File: config.mk
export PLATFORM = sky130hd
export DESIGN_NAME = vga_scan_controller
export DESIGN_NICKNAME = d
export VERILOG_FILES = /design/src/rtl/vga_scan_controller.sv
export SDC_FILE = /design/constraint.sdc
export NUM_CORES = 1
export LEC_CHECK = 0
export CAP_MARGIN = 20
export CORE_ASPECT_RATIO = 1.2
export CORE_MARGIN = 2
export CORE_UTILIZATION = 55
export CTS_BUF_LIST = sky130_fd_sc_hd__clkbuf_4
export DETAILED_ROUTE_END_ITERATION = 8
export PLACE_DENSITY = 0.86
export SLEW_MARGIN = 5
export SYNTH_ARGS = -nofsm -noshare
export SYNTH_HDL_FRONTEND = slang
export SYNTH_SLANG_ARGS = --single-unit
File: constraint.sdc
create_clock -name iClock -period 5.2 [get_ports iClock]
set_input_delay 1.3 -clock iClock [delete_from_list [all_inputs] [get_ports iClock]]
set_output_delay 1.3 -clock iClock [all_outputs]
set_load 0.01 [all_outputs]
File: src/rtl/vga_scan_controller.sv
// vga_scan_controller: 640x480@60 VGA scan timing generator and renderer consumer.
// Walks the (h,v) raster, drives the linear pixel address to the renderer,
// and delays sync/blank flags to line up with the renderer's colour reply.
// Ports:
//   iClock       pixel clock (sole clock)
//   iResetN      asynchronous active-low reset
//   iPixel       renderer colour {R,G,B}, PIXEL_LATENCY cycles after oAddress
//   oAddress     linear pixel address y*H_ACTIVE+x (undelayed)
//   oFrameStart  one-cycle pulse when the counters wrap to (0,0) (undelayed)
//   oVBlank      high while v >= V_ACTIVE (undelayed)
//   oHSync       active-low hsync, delayed PIXEL_LATENCY+1 cycles
//   oVSync       active-low vsync, delayed PIXEL_LATENCY+1 cycles
//   oBlankN      high on visible pixels, delayed PIXEL_LATENCY+1 cycles
//   oRed/oGreen/oBlue  DAC colour, forced to zero outside the visible area
module vga_scan_controller #(
   parameter int unsigned H_ACTIVE      = 640,
   parameter int unsigned H_FP          = 16,
   parameter int unsigned H_SYNC        = 96,
   parameter int unsigned H_BP          = 48,
   parameter int unsigned V_ACTIVE      = 480,
   parameter int unsigned V_FP          = 10,
   parameter int unsigned V_SYNC        = 2,
   parameter int unsigned V_BP          = 33,
   parameter int unsigned PIXEL_LATENCY = 3
) (
   input  logic        iClock,
   input  logic        iResetN,
   input  logic [23:0] iPixel,
   output logic [18:0] oAddress,
   output logic        oFrameStart,
   output logic        oVBlank,
   output logic        oHSync,
   output logic        oVSync,
   output logic        oBlankN,
   output logic [7:0]  oRed,
   output logic [7:0]  oGreen,
   output logic [7:0]  oBlue
);

   localparam int unsigned CNT_W     = 10;
   localparam int unsigned ADDR_W    = 19;
   localparam int unsigned DLY       = PIXEL_LATENCY + 1;
   localparam int unsigned H_TOTAL   = H_ACTIVE + H_FP + H_SYNC + H_BP;
   localparam int unsigned V_TOTAL   = V_ACTIVE + V_FP + V_SYNC + V_BP;
   localparam int unsigned HS_START  = H_ACTIVE + H_FP;
   localparam int unsigned HS_END    = HS_START + H_SYNC - 1;
   localparam int unsigned VS_START  = V_ACTIVE + V_FP;
   localparam int unsigned VS_END    = VS_START + V_SYNC - 1;

   logic [CNT_W-1:0]  h_q, h_d, v_q, v_d;
   logic [ADDR_W-1:0] addr_q, addr_d;
   logic              fs_q, fs_d, vb_q, vb_d;
   logic              h_wrap_c, v_wrap_c, frame_wrap_c, next_active_c;
   logic              act_c, hs_c, vs_c;
   logic [DLY-1:0]    act_dly_q, hs_dly_q, vs_dly_q;
   logic [23:0]       rgb_q;

   // Next raster position; address is computed for the position being entered
   // so oAddress always matches the counters in the same cycle.
   always_comb begin
      h_wrap_c      = (h_q == CNT_W'(H_TOTAL - 1));
      v_wrap_c      = (v_q == CNT_W'(V_TOTAL - 1));
      frame_wrap_c  = h_wrap_c && v_wrap_c;
      h_d           = h_wrap_c ? '0 : h_q + CNT_W'(1);
      v_d           = v_q;
      if (h_wrap_c) begin
         v_d = v_wrap_c ? '0 : v_q + CNT_W'(1);
      end
      next_active_c = (h_d < CNT_W'(H_ACTIVE)) && (v_d < CNT_W'(V_ACTIVE));
      // Incremental address: hold through blanking, step on each visible pixel.
      addr_d = addr_q;
      if (frame_wrap_c) begin
         addr_d = '0;
      end else if (next_active_c) begin
         addr_d = addr_q + ADDR_W'(1);
      end
      fs_d = frame_wrap_c;
      vb_d = (v_d >= CNT_W'(V_ACTIVE));
   end

   // Flags of the current position, entering the delay line.
   always_comb begin
      act_c = (h_q < CNT_W'(H_ACTIVE)) && (v_q < CNT_W'(V_ACTIVE));
      hs_c  = !((h_q >= CNT_W'(HS_START)) && (h_q <= CNT_W'(HS_END)));
      vs_c  = !((v_q >= CNT_W'(VS_START)) && (v_q <= CNT_W'(VS_END)));
   end

   // Raster counters and undelayed outputs.
   always_ff @(posedge iClock or negedge iResetN) begin
      if (!iResetN) begin
         h_q    <= '0;
         v_q    <= '0;
         addr_q <= '0;
         fs_q   <= 1'b0;
         vb_q   <= 1'b0;
      end else begin
         h_q    <= h_d;
         v_q    <= v_d;
         addr_q <= addr_d;
         fs_q   <= fs_d;
         vb_q   <= vb_d;
      end
   end

   // Delay line; colour is captured on the edge that loads the last stage,
   // so it is gated by the stage just before it.
   always_ff @(posedge iClock or negedge iResetN) begin
      if (!iResetN) begin
         act_dly_q <= '0;
         hs_dly_q  <= '1;
         vs_dly_q  <= '1;
         rgb_q     <= '0;
      end else begin
         act_dly_q <= {act_dly_q[DLY-2:0], act_c};
         hs_dly_q  <= {hs_dly_q[DLY-2:0], hs_c};
         vs_dly_q  <= {vs_dly_q[DLY-2:0], vs_c};
         rgb_q     <= act_dly_q[DLY-2] ? iPixel : 24'h000000;
      end
   end

   assign oAddress    = addr_q;
   assign oFrameStart = fs_q;
   assign oVBlank     = vb_q;
   assign oHSync      = hs_dly_q[DLY-1];
   assign oVSync      = vs_dly_q[DLY-1];
   assign oBlankN     = act_dly_q[DLY-1];
   assign oRed        = rgb_q[23:16];
   assign oGreen      = rgb_q[15:8];
   assign oBlue       = rgb_q[7:0];

endmodule

==> results.py <==
metrics = {
    "synthesis": {
        "yosysWarningCount": 0,
        "synth-compound-area-share": 0.116,
        "yosys.area_share.adder": 0.0188,
        "synth-simple-area-share": 0.215,
        "synthXorXnorAreaFrac": 0.0290,
        "synth.area.top_cells": "dfrtp_1, dfstp_2, and2_1",
        "seq_area_frac_synth": 0.583,
        "synthFlopType": "dfrtp_1",
        "synth_area_sq_um": 3320,
        "synthMuxAreaShare": 0.00640,
        "yosysTopAreaCellShare": 0.520,
        "syn_inst": 293,
        "synth_top_family_by_area": "simple AND/OR/NAND/NOR gates",
        "synthDistinctLibCells": 47,
        "mappedNetlistNets": 324,
        "synth-edff-count": 0,
        "async_flop_share": 1.00,
        "ys_ff_latch": 77,
        "avgSynthCellArea_sq_um": 11.3,
        "yosys.area.top_type": "dfrtp_1",
    },
    "floorplan": {
        "fp-row-count": 31,
        "core-area_sq_um": 5930,
        "start_util": 0.560,
        "die-area_sq_um": 6680,
        "ios": 74,
        "die_h_um": 89.2,
        "die_w_um": 75.0,
    },
    "sta": {
        "rsz0062_at_grt": "no",
        "min_period_over_period": 0.611,
        "slew_headroom": 0.311,
        "fin_skew_ps": 16.0,
        "tightest_slew_ps": 1030,
        "max_freq_mhz": 315,
        "fin_crit_ps": 3180,
        "report.final.slew_viol_count": 0,
        "tns_ps": 0,
        "hold_viol_final": 0,
        "timing.final.ws_setup_ps": 2020,
        "setup_viol": 0,
    },
    "global_route": {
        "overflow": 0,
        "antenna_found_initial": 0,
        "grt_first_pass_wirelength_um": 10400,
        "grt_max_degree": 78,
        "first_global_vias": 2259,
        "grt_use_total": 0.203,
    },
    "cells_and_area": {
        "nNetsFinal": 396,
        "num-fill-cells": 438,
        "final_area_sq_um": 4240,
        "synthToLayoutAreaGrowth_pct": 27.4,
        "antenna_cells": 0,
        "final_cell_mix": "clkdlybuf4s50_1, dfrtp_1, and2_1, nand3_1, o31ai_1",
        "drive_gt1_frac": 0.0973,
        "mostFrequentLayoutCell": "clkdlybuf4s50_1",
        "fin_util": 0.714,
    },
    "clocking": {
        "root_buffer": "clkbuf_4",
        "clkSinkCount": 77,
        "cts_setup_buffers": 0,
        "cts_tree": "built",
        "postCtsHoldBufs": 0,
        "insertion_delay_ps": 390,
        "path_clk_slew_ps": 120,
        "htreeDepth": 3,
        "clk_path_buf_depth": 2,
        "cts-resized-gates": 0,
        "cts_buffers": 9,
    },
    "power_and_ir_drop": {
        "power_density_nw_per_um2": 240,
        "p_comb_frac": 0.059,
        "p_int_mw": 0.799,
        "total_power_mw": 1.02,
        "ir_worst_vdd_v": 0.000154,
        "swShare": 0.215,
        "switchingPower_mw": 0.218,
        "power_frac_seq": 0.600,
        "pwr-share-clk": 0.341,
        "cellLeakagePower_nw": 1.75,
    },
    "route": {
        "wl_per_cell_um": 14.5,
        "drtAntennaViolNets": 0,
        "dr.pass1.iters": 4,
        "drc_errors": 0,
        "drt_iter0_markers": 164,
        "drt-total-wl_um": 6540,
        "via_count": 2532,
        "avgViaCountPerCell": 5.60,
    },
    "setup_path": {
        "critPathTopFamily": "simple AND/OR/NAND/NOR gates",
        "r2r_end": "oAddress[17]$_DFFE_PN0P_",
        "critPathLaunch": "h_q[6]$_DFF_PN0_",
        "critical_path.max_stage_delay_ps": 700,
        "crit_path_end_kind": "flip-flop",
        "critPathRequiredTime_ps": 5520,
        "cp_slowest_cell": "a311o_1",
        "path_cells": "or4b_4 > nor3_4 > a31oi_1 > a311o_1 > or4_1 > a21oi_1",
        "rr_startpoint": "h_q[6]$_DFF_PN0_",
        "cp-endpoint": "oAddress[17]$_DFFE_PN0P_",
        "critPathLaunchType": "flip-flop",
        "crit_buf_inv": 0,
        "cp.depth": 6,
        "path_class": "reg -> reg",
        "rrSetupSlack_ps": 2020,
        "critPathArrivalTime_ps": 3490,
        "worstPathMaxFanout": 28,
        "reg2reg_depth": 6,
    },
    "run_status": {
        "status": "completed",
    },
    "placed_design": {
        "port_buffers": 73,
        "placed_area_sq_um": 4100,
        "detailed_place_hpwl_um": 4430,
        "place_congestion": 0.881,
        "place_ws_ps": 2050,
    },
    "job": {
        "max-cap-violations": 0,
    },
    "worst_hold_path": {
        "worstHoldPathType": "reg -> reg",
    },
}
==> power by group through the flow <==
| stage | logic (mW) | clock network, mW | registers (mW) |
|---|---|---|---|
| 4_1_cts | 0.0614 | 0.358 | 0.611 |
| 3_5_place_dp | 0.0608 | 0 | 0.622 |
| 3_3_place_gp | 0.0598 | 0 | 0.622 |
| 2_1_floorplan | 0.00629 | 0 | 0.628 |
| 5_1_grt | 0.0658 | 0.384 | 0.612 |
| 6_report | 0.0600 | 0.348 | 0.610 |
==> synth_stat cells (all sizes together) (4+ instances only) <==
cell type  count
and3           9
or4           10
nand3         19
o31ai         17
ha             5
buf            4
nand2         16
dfstp          8
a21oi         11
nand4          7
dfrtp         69
and2          29
clkbuf         9
xor2           7
and4           5
nor3           4
nor2          12
o311ai         7
inv           11
xnor2          4
o21ai          8
==> per-stage QoR <==
step	std cells	hold WS, ps
after detailed placement	436	347
after global routing	452	350
after global placement	436	336
after floorplan	293	331
final	452	360
after CTS	452	357
==> area by class of cell <==
type | instances | area, sq um | share of cell area
Clock inverter | 5 | 51.3 | 0.0121
Timing Repair Buffer | 74 | 736 | 0.174
Clock buffer | 11 | 82.6 | 0.0195
Tap cell | 82 | 103 | 0.0242
Multi-Input combinational cell | 192 | 1280 | 0.303
Sequential cell | 77 | 1940 | 0.457
Inverter | 11 | 41.3 | 0.00975
==> sequential cells by signal, summed over array words and instances, names as in the netlist <==
signal and cells:
act_dly_q 4, oAddress 19, vs_dly_q 4, oFrameStart 1
rgb_q 24, hs_dly_q 4, oVBlank 1, h_q 10
v_q 10
==> kinds of logic (layout without fill, tap and decap cells) <==
family	count (synthesis)	in the layout
AO/OA/AOI/OAI	54	54
XOR/XNOR	11	11
buffers and inverters	24	101
flip-flops	77	77
adder cells (fa/ha/maj)	5	5
multiplexers	2	2
AND/OR/NAND/NOR	120	120
==> metal layers <==
metal	GRT usage	up-vias	wire length [um]
met5	0	-	0
li1	-	1212	-
met2	0.335	69	3370
met3	0.0327	5	324
met4	0.0731	0	57
met1	0.271	1246	2790
==> worst min path at each step <==
stage                                start                endpoint  slack [ps]  cells past startpoint
floorplan           act_dly_q[0]$_DFF_PN0_  act_dly_q[1]$_DFF_PN0_         330                      0
global route         hs_dly_q[0]$_DFF_PN1_   hs_dly_q[1]$_DFF_PN1_         350                      0
global placement    act_dly_q[0]$_DFF_PN0_  act_dly_q[1]$_DFF_PN0_         340                      0
finish              act_dly_q[1]$_DFF_PN0_  act_dly_q[2]$_DFF_PN0_         360                      0
detailed placement   hs_dly_q[0]$_DFF_PN1_   hs_dly_q[1]$_DFF_PN1_         350                      0
CTS                  vs_dly_q[0]$_DFF_PN1_   vs_dly_q[1]$_DFF_PN1_         360                      0
Note: power is estimated with default switching activity, not from simulation.
==> RTL change (same settings) <==
`PIXEL_LATENCY`: 3 -> 2.
--- a/src/rtl/vga_scan_controller.sv
+++ b/src/rtl/vga_scan_controller.sv
@@ -21,7 +21,7 @@
    parameter int unsigned V_FP          = 10,
    parameter int unsigned V_SYNC        = 2,
    parameter int unsigned V_BP          = 33,
-   parameter int unsigned PIXEL_LATENCY = 3
+   parameter int unsigned PIXEL_LATENCY = 2
 ) (
    input  logic        iClock,
    input  logic        iResetN,
Check against the original RTL: not equivalent (a bounded check fails within 4 cycles, from zero or initial values and one cycle with iResetN low).
==> RTL change against the unedited design <==
First-iteration DRC count fell by 4.3%; critical endpoint is now oAddress[15]; count of clock-buffer cells in the layout fell by 2; die area decreased by 2.2%; total power is 2.1% lower; combinational power increased by 4.0%; cell area fell by 1.0%; worst setup slack got worse by 0.0018 ns; sequential cell count fell by 3; sequential share of layout area fell by 1.4 points; synthesized area decreased by 2.3%; largest power group unchanged; wire length rose by 3.5%; global-route usage rose by 1.8 points; hold slack gained 0.0023 ns.
==> RTL change: results (changes against the unedited design) <==
CTS root buf clkbuf_4; post_cts resized 0 (unchanged); Via-to-Cell Ratio 5.69 (+1.5%); CP max stage delay 0.69 ns; crit-path leading delay family simple AND/OR/NAND/NOR gates; top_reg_cell synth dfrtp_1; # setup viols final 0 (unchanged); Post-CTS Setup Bufs 0 (unchanged); HP Class reg2reg; top post-synthesis cells by area dfrtp_1, and2_1, dfstp_2; Mean Syn Cell Area 11.2 µm² (-1.3%); DP Area 0.00403 mm² (-1.8%); PortBufs 73 (unchanged); Synth async-reset ratio 100% (unchanged); run status complete, no violations; max FFs per register 24 (unchanged); fill cell count 395 (-9.8%); commonest cells in the netlist dfrtp_1, and2_1, nand3_1; Cell variety after synth 47 (unchanged); CP Max Fanout 28 (unchanged); Post-Place Worst Slack 2.08 ns (+0.0309 ns); Worst IR Drop VDD 0.000176 V (+15%); clk_lat worst skew 0.42 ns (+0.03 ns); Final Net Count 395 (-0.25%); placed cells 432 (-0.92%); Routed WL per cell 15.1 µm (+4.2%); register area share after synthesis 57.3% (-1.0 points); GRT Overall Usage 22.1% (+1.8 points); share of cells above drive strength 1 9.76% (+0.026 points); Final GP Congestion 0.935 (+6.1%); Top reg by flops rgb_q; Placeable Area 0.00567 mm² (-4.5%); Syn. warnings 0 (unchanged); hpwl dp 4580 µm (+3.4%); vias in the first global route 2386 (+5.6%); fin cells 449 (-0.66%); most frequent cell after synthesis dfrtp_1; Rel. slew slack 34.7% (+3.6 points); Starting DRT DRC Count 157 (-4.3%); n_diodes 0 (unchanged); TritonCTS Buffers 9 (unchanged); Clock Tree Buf Depth 2 (unchanged); first-pass GRT wire length 11000 µm (+5.9%); Worst EP arrival 3.52 ns (+0.03 ns); largest net degree at the start of global routing 50 (-36%); 1st-pass router iterations 4 (unchanged); CTS H-tree lvls 3 (unchanged); P_leak 1.74 nW (-0.58%); Slowest cell on crit path a311o_1; antenna violations before repair 0 (unchanged); clk_skew 0.0139 ns (-0.00206 ns); Synth Net Count 321 (-0.93%); Worst-path clk slew 0.11 ns
[RTL change: per-layer routing]
layer,up-vias,wire length [µm],track usage [%]
met1,1240,2980,28.4
met2,101,3250,34.3
li1,1203,-,-
met3,10,432,6.67
met4,0,110,10.2
met5,-,0,0
[RTL change: power by group]
group	internal, mW	switching [mW]
clock network	0.146	0.201
registers	0.585	0.00220
logic	0.0388	0.0236
total	0.769	0.227
[RTL change: kinds of logic (layout without fill, tap and decap cells)]
group / Yosys count / count (layout) / synth area share (%)
adder cells (fa/ha/maj): 5 / 5 / 1.93
multiplexers: 2 / 2 / 0.655
flip-flops: 74 / 74 / 57.3
buffers and inverters: 24 / 103 / 3.28
AO/OA/AOI/OAI: 54 / 54 / 11.9
AND/OR/NAND/NOR: 120 / 120 / 22.0
XOR/XNOR: 11 / 11 / 2.97
[RTL change: worst paths after layout]
path | depth (start not counted) | startpoint | slack, ns | to
hold / removal | 0 | vs_dly_q[1] | 0.36 | vs_dly_q[2]
hold reg to reg | 0 | vs_dly_q[1] | 0.36 | vs_dly_q[2]
min in group asynchronous | 1 | iResetN | 0.89 | rgb_q[13]
setup / recovery | 6 | h_q[6] | 2.02 | oAddress[15]
max in group asynchronous | 3 | iResetN | 3.32 | hs_dly_q[0]
setup reg to reg | 6 | h_q[6] | 2.02 | oAddress[15]
[RTL change: area by class of cell]
class                   instances  area [µm²]  share of cell area [%]
clock buffers                   9        67.6                    1.61
flip-flops and latches         74        1860                    44.4
clock inverters                 7        70.1                    1.67
repair buffers                 76         768                    18.3
well taps                      80         100                    2.39
inverters                      11        41.3                   0.985
multi-input cells             192        1280                    30.7
